==> config.mk <==
export PLATFORM = sky130hd
export DESIGN_NAME = cache_miss_ctrl
export DESIGN_NICKNAME = d
export VERILOG_FILES = /design/src/rtl/cache_pkg.sv /design/src/rtl/cache_perf_counters.sv /design/src/rtl/cache_miss_ctrl.sv
export SDC_FILE = /design/constraint.sdc
export NUM_CORES = 1
export LEC_CHECK = 0
export CELL_PAD_IN_SITES_DETAIL_PLACEMENT = 2
export CELL_PAD_IN_SITES_GLOBAL_PLACEMENT = 2
export CORE_MARGIN = 8
export CORE_UTILIZATION = 20
export CTS_BUF_LIST = sky130_fd_sc_hd__clkbuf_4
export DETAILED_ROUTE_END_ITERATION = 8
export GPL_TIMING_DRIVEN = 0
export PLACE_DENSITY_LB_ADDON = 0.1
export SYNTH_ARGS = -nofsm -noshare
export SYNTH_HDL_FRONTEND = slang
export SYNTH_SLANG_ARGS = --single-unit
==> constraint.sdc <==
create_clock -name clk -period 3.3 [get_ports clk]
set_input_delay 0.66 -clock clk [delete_from_list [all_inputs] [get_ports clk]]
set_output_delay 0.66 -clock clk [all_outputs]
set_load 0.02 [all_outputs]
==> src/rtl/cache_pkg.sv <==
// Shared state encoding and address-field geometry for the cache miss controller and cache array.
package cache_pkg;

    typedef enum logic [2:0] {
        IDLE,
        LOOKUP,
        WBCHK,
        WB,
        REFILL,
        RESP
    } state_t;

    localparam int ADDR_W   = 32;
    localparam int TAG_W    = 18;
    localparam int SET_W    = 8;
    localparam int OFFSET_W = 6;
    localparam int SET_LSB  = OFFSET_W;
    localparam int TAG_LSB  = OFFSET_W + SET_W;

endpackage

==> src/rtl/cache_perf_counters.sv <==
// Three saturating event counters (hit, miss, writeback); used only when CACHE_PERF_CNT_EN is defined.
module cache_perf_counters #(
    parameter int CNT_WIDTH = 32
) (
    input  logic                 clk,
    input  logic                 reset,
    input  logic                 hit_inc,
    input  logic                 miss_inc,
    input  logic                 wb_inc,
    output logic [CNT_WIDTH-1:0] hit_cnt,
    output logic [CNT_WIDTH-1:0] miss_cnt,
    output logic [CNT_WIDTH-1:0] wb_cnt
);

    logic [2:0]           inc;
    logic [CNT_WIDTH-1:0] cnt_reg [3];

    assign inc = {wb_inc, miss_inc, hit_inc};

    generate
        for (genvar gi = 0; gi < 3; gi++) begin : g_cnt
            always_ff @(posedge clk) begin
                if (reset) begin
                    cnt_reg[gi] <= '0;
                end else if (inc[gi] && (cnt_reg[gi] != {CNT_WIDTH{1'b1}})) begin
                    cnt_reg[gi] <= cnt_reg[gi] + 1'b1;
                end
            end
        end
    endgenerate

    assign hit_cnt  = cnt_reg[0];
    assign miss_cnt = cnt_reg[1];
    assign wb_cnt   = cnt_reg[2];

endmodule

==> src/rtl/cache_miss_ctrl.sv <==
// CPU/cache/memory sequencer: lookup, dirty-victim writeback, refill and replay.
// Optional perf counters are enabled with the CACHE_PERF_CNT_EN macro.
module cache_miss_ctrl
    import cache_pkg::*;
#(
    parameter int ADDRESS_WIDTH = ADDR_W,
    parameter int DATA_WIDTH    = 32,
    parameter int TAG_WIDTH     = TAG_W,
    parameter int SET_WIDTH     = SET_W,
    parameter int OFFSET_WIDTH  = OFFSET_W,
    parameter int CNT_WIDTH     = 32
) (
    input  logic                     clk,
    input  logic                     reset,
    input  logic                     cpu_req,
    input  logic                     cpu_we,
    input  logic [ADDRESS_WIDTH-1:0] cpu_addr,
    input  logic [DATA_WIDTH-1:0]    cpu_wdata,
    output logic                     cpu_busy,
    output logic                     cpu_done,
    output logic [DATA_WIDTH-1:0]    cpu_rdata,
    output logic                     c_write_en,
    output logic                     c_write_en_main_mem,
    output logic [ADDRESS_WIDTH-1:0] c_mem_add,
    output logic [DATA_WIDTH-1:0]    c_data_in,
    input  logic                     c_data_ready,
    input  logic [DATA_WIDTH-1:0]    c_data_out,
    input  logic                     c_wb_valid,
    input  logic [TAG_WIDTH-1:0]     c_wb_tag,
    output logic                     mem_req,
    output logic                     mem_we,
    output logic [ADDRESS_WIDTH-1:0] mem_addr,
    input  logic                     mem_ack
`ifdef CACHE_PERF_CNT_EN
    ,
    output logic [CNT_WIDTH-1:0]     hit_cnt,
    output logic [CNT_WIDTH-1:0]     miss_cnt,
    output logic [CNT_WIDTH-1:0]     wb_cnt
`endif
);

    state_t                   state_reg, state_next;
    logic [ADDRESS_WIDTH-1:0] addr_reg;
    logic [DATA_WIDTH-1:0]    wdata_reg;
    logic                     we_reg;
    logic [TAG_WIDTH-1:0]     wb_tag_reg;
    logic                     first_pass_reg;

    always_ff @(posedge clk) begin
        if (reset) begin
            state_reg      <= IDLE;
            addr_reg       <= '0;
            wdata_reg      <= '0;
            we_reg         <= 1'b0;
            wb_tag_reg     <= '0;
            first_pass_reg <= 1'b0;
        end else begin
            state_reg <= state_next;
            if (state_reg == IDLE && cpu_req) begin
                addr_reg       <= cpu_addr;
                wdata_reg      <= cpu_wdata;
                we_reg         <= cpu_we;
                first_pass_reg <= 1'b1;
            end
            if (state_reg == WBCHK && c_wb_valid) begin
                wb_tag_reg <= c_wb_tag;
            end
            // The post-refill lookup is a replay and must not count as a hit.
            if (state_reg == REFILL && mem_ack) begin
                first_pass_reg <= 1'b0;
            end
        end
    end

    always_comb begin
        state_next          = state_reg;
        c_write_en          = 1'b0;
        c_write_en_main_mem = 1'b0;
        mem_req             = 1'b0;
        mem_we              = 1'b0;
        mem_addr            = '0;
        cpu_done            = 1'b0;
        cpu_rdata           = '0;
        case (state_reg)
            IDLE: begin
                if (cpu_req) state_next = LOOKUP;
            end
            LOOKUP: begin
                if (we_reg) begin
                    c_write_en = 1'b1;
                    state_next = WBCHK;
                end else if (c_data_ready) begin
                    state_next = RESP;
                end else begin
                    state_next = WBCHK;
                end
            end
            WBCHK: begin
                if (c_wb_valid) state_next = WB;
                else if (we_reg) state_next = RESP;
                else state_next = REFILL;
            end
            WB: begin
                mem_req  = 1'b1;
                mem_we   = 1'b1;
                mem_addr = {wb_tag_reg, addr_reg[OFFSET_WIDTH +: SET_WIDTH], {OFFSET_WIDTH{1'b0}}};
                if (mem_ack) state_next = we_reg ? RESP : REFILL;
            end
            REFILL: begin
                mem_req  = 1'b1;
                mem_addr = {addr_reg[ADDRESS_WIDTH-1:OFFSET_WIDTH], {OFFSET_WIDTH{1'b0}}};
                if (mem_ack) begin
                    c_write_en_main_mem = 1'b1;
                    state_next          = LOOKUP;
                end
            end
            RESP: begin
                cpu_done   = 1'b1;
                cpu_rdata  = we_reg ? '0 : c_data_out;
                state_next = IDLE;
            end
            default: state_next = IDLE;
        endcase
    end

    assign cpu_busy  = (state_reg != IDLE);
    assign c_mem_add = addr_reg;
    assign c_data_in = wdata_reg;

`ifdef CACHE_PERF_CNT_EN
    cache_perf_counters #(
        .CNT_WIDTH (CNT_WIDTH)
    ) u_perf (
        .clk      (clk),
        .reset    (reset),
        .hit_inc  (state_reg == LOOKUP && first_pass_reg && c_data_ready),
        .miss_inc (state_reg == LOOKUP && first_pass_reg && !we_reg && !c_data_ready),
        .wb_inc   (state_reg == WB && mem_ack),
        .hit_cnt  (hit_cnt),
        .miss_cnt (miss_cnt),
        .wb_cnt   (wb_cnt)
    );
`endif

endmodule

# Yosys cells after proc, flatten, opt, wreduce, memory -nomap -nowiden

Index checks and enable logic that the tools add are counted.
Widths: inputs -> output; s select.

Equal/unequal tests: 8
Multiplexer cells: 18
Reduce and logical (&&, ||, !) cells: 6

Operators by type and width:

| operator           | number |
|---|---|
| $mux 32            | 2 |
| $pmux 32 s2        | 1 |
| $mux 3             | 6 |
| $pmux 3 s5         | 1 |
| $mux 1             | 8 |
| $eq 3x2->1 const B | 2 |
| $eq 3x3->1 const B | 2 |
| $ne 2x2->1 const B | 3 |
| $eq 3x1->1 const B | 1 |
| $logic_not 3->1    | 1 |
| $reduce_and 3->1   | 1 |
| $reduce_bool 3->1  | 1 |
| $logic_and 1x1->1  | 2 |
| $reduce_or 2->1    | 1 |

Bits in registers: 86
Output and inout port bits: 134
Word-level logic and storage cells: 37

# Logic depth before layout (Yosys ltp)

Depth after elaboration: 3
Mapped depth: 7
Gate-level depth less buffers: 5

# Worst setup path before layout

No wires, ideal clock.

Path kind: flip-flop to output port
From: register state_reg[1]
To: output port mem_addr[10]
Arrival time: 1.318 ns
Required time: 2.640 ns
Setup slack: 1.322 ns
Cell stages (with the launch flop): 7
Cells stage by stage: dfxtp_1 buf_6 nor2b_2 and2_4 or2_1 buf_2 and2_1

Word-level cells in the longest chain between the ends: 2

Ends and longest elaborated chain:

| element                                  | line                  | RTL |
|---|---|---|
| start, declared                          | cache_miss_ctrl.sv:42 | `state_t state_reg, state_next;` |
| start signal, assigned                   | cache_miss_ctrl.sv:58 | `state_reg <= state_next;` |
| $eq 3x3->1 or $eq 3x2->1 (tied branches) | cache_miss_ctrl.sv:84 | `case (state_reg)` |
| $pmux 32 s2 (*)                          | cache_miss_ctrl.sv:84 |  |
| end, declared                            | cache_miss_ctrl.sv:32 | `output logic [ADDRESS_WIDTH-1:0] mem_addr,` |

Mark *: on every way between the ends. The rest lies on a longest branch, timed or not.

# Worst setup path after layout

From: register state_reg[1]
To: output port mem_addr[7]

Same word-level chain as after synthesis.

==> impl_metrics.tcl <==
set metrics [dict create \
    status "finished clean" \
    min_path_type "reg2reg" \
    die-width_um 152 \
    relSlewSlack_pct 61.1 \
    setup_violations 0 \
    layout_min_cycle_time_ns 3.11 \
    synth-main-ff-cell "dfxtp_1" \
    timing.clock.skew_ns 0.0263 \
    synth.top_cell.area_share_pct 46.5 \
    wl_per_cell_um 18.7 \
    synth_edf_count 0 \
    hold_start "c_data_in[29]" \
    synth_area_leaders "dfxtp_1 47%, nand2_1 17%, a21oi_1 12%, and2_1 7.3%, a22o_1 4.3%" \
    crit_type "reg2out" \
    ys_seq_elements 86 \
    hold_ws_ns 0.471 \
    grt_pass1_wl_um 28600 \
    ir_drop_v 0.000161 \
    rrSetupSlack_ns 1.81 \
    start_util_pct 20.5 \
    tritoncts "done" \
    drc 0 \
    syn_inst 475 \
    worstHoldEndpoint "c_data_in[29]" \
    fin_tns_setup_ns 0 \
    die-height_um 152 \
    ys_async_sr_fraction_pct 0 \
    grt_usage_pct 15.8 \
    fill_cells 2076 \
    worstMarginPinSlew_ns 0.583 \
    hold_viol_final 0 \
    synth_area_leader_cell "dfxtp_1" \
    finalMaxSlewViolations 0 \
    grt-ovfl-total 0 \
    clkTransAtPathRegs_ns 0.15 \
    h-tree-depth 3 \
    ff2ff_path_depth 7 \
    cts_setup_buffers 0 \
    hold_depth 2 \
    drt.antenna.violating_nets 0 \
    p_per_area_nw_per_um2 412 \
    die_area_sq_um 23100 \
    cts-buffers-inserted 9 \
    root_buffer "clkbuf_4" \
    drtIter0Drc 107 \
    netlist_area_sq_um 3700 \
    fp-row-count 49 \
    regArea_sq_um 1720 \
    gp_congestion 0.770 \
    cp_data_required_time_ns 2.64 \
    avgSynthCellArea_sq_um 7.79 \
    portBuffers 247 \
    rsz0062_at_grt "false" \
    r2r-end "c_data_in[15]" \
    cap_violations 0 \
    cts_sinks 86 \
    multi_input_area_sq_um 1700 \
    dr.pass1.iters 4 \
    seq_area_frac_synth_pct 46.5 \
    finalCritPeriodShare_pct 94.3 \
    drive_above_1_share_pct 7.27 \
    yosysUniqueCellTypes 30 \
    synthToLayoutAreaGrowth_pct 78.6 \
    antenna_found_initial 1 \
    wl_um 18200 \
    vias 4234 \
    arrival_ns 2.45 \
    cp_max_fo 9 \
    hpwl_um 14700 \
    layout.nets 859 \
    grt_pass1_vias 4892 \
    yosysWarnings 0 \
    routed_via_density 4.35 \
    pin_count 255 \
    cts_buffer_depth 2 \
    reg2reg_from "state_reg[1]" \
    cp-start-kind "flop" \
    clkLatencyLatePin_ns 0.48 \
    grt_max_degree 16 \
    leakagePower_nw 2.46 \
    total_power_mw 2.72 \
    fmax_ghz 0.321 \
    end_kind "primary output" \
    core_sq_um 18100 \
]
==> power by group <==
| part | total [mW] | switching (mW) | internal (mW) |
|---|---|---|---|
| Combinational | 0.939 | 0.486 | 0.453 |
| Clock | 0.580 | 0.410 | 0.170 |
| Sequential | 1.20 | 0.0676 | 1.14 |
==> layout by cell type (no fill, tap or decap), types with 2 or more instances in the layout <==
cell and count:
dfxtp_1 85, and2_1 43, inv_1 3, buf_6 3
nand2b_1 3, a21oi_1 86, nor2_1 2, conb_1 6
buf_4 9, a22o_1 18, clkbuf_4 10, nor2b_1 2
nand2_1 170, diode_2 2, buf_2 14, buf_8 5
inv_6 2, nor2b_2 2, clkbuf_1 11, a2bb2oi_1 2
and3b_1 2, clkdlybuf4s50_1 246
==> per-stage QoR <==
step,setup WS (ns),area [sq um],cells,utilization [%]
4_1_cts,0.0188,6600,972,36.5
3_5_place_dp,0.581,6480,956,35.8
5_1_grt,0.00530,6610,974,36.6
6_report,0.188,6610,974,36.6
3_3_place_gp,0.635,6480,956,35.8
2_1_floorplan,1.32,3720,480,-
==> routing by layer <==
metal / part of all wire [%] / global-route usage, % / vias up
met5: 0 / 0 / -
met2: 50 / 28.0 / 148
met3: 8.0 / 6.55 / 19
li1: - / - / 2052
met1: 41 / 16.7 / 2015
met4: 1.7 / 5.00 / 0
==> cell usage after synthesis, types with 2 or more instances <==
cell type	instances
nor2_1	2
a22o_1	18
dfxtp_1	86
and3b_1	2
inv_1	3
a2bb2oi_1	2
a21oi_1	86
buf_8	5
nand2b_1	3
nand2_1	170
clkbuf_1	12
nor2b_1	3
buf_4	9
and2_1	43
buf_6	3
buf_2	14
==> critical path, cell delays in order (launching register included) <==
cell and delay [ns]:
dfxtp_1 0.35, buf_6 0.13, nor2b_2 0.19, and2_4 0.18, or2_1 0.09, buf_2 0.25, and2_1 0.17, clkdlybuf4s50_1 0.63
==> logic make-up (layout without fill, tap and decap cells) <==
family,count (synthesis),in the layout,synth area share [%]
and+or+nand+nor,232,232,28.0
AOI/OAI and AO/OA,110,110,17.2
DFF,86,86,46.5
buffers and inverters,46,309,8.18
other,1,8,0.101
==> worst max path at each step <==
stage                 start       endpoint  slack, ns  cells after the start
2_1_floorplan  state_reg[1]   mem_addr[10]       1.32                      6
3_3_place_gp   state_reg[0]   cpu_rdata[8]       0.64                      5
3_5_place_dp   state_reg[0]  cpu_rdata[18]       0.58                      5
4_1_cts        state_reg[0]  cpu_rdata[18]       0.02                      5
5_1_grt        state_reg[1]   mem_addr[27]      0.005                      7
6_report       state_reg[1]    mem_addr[7]       0.19                      7
==> timing repair <==
action	CTS	global route
setup endpoints to repair	3	30
hold buffers	0	0
resized for setup	1	3
==> final cells by class <==
class                   instances  area share, %
well taps                     229           4.33
plain buffers                  43           4.43
diodes                          2         0.0757
repair buffers                247           37.4
clock inverters                 6          0.681
flip-flops and latches         86           26.1
inverters                       3          0.170
clock buffers                  10           1.14
multi-input cells             348           25.7
(Power assumes the default switching activity.)
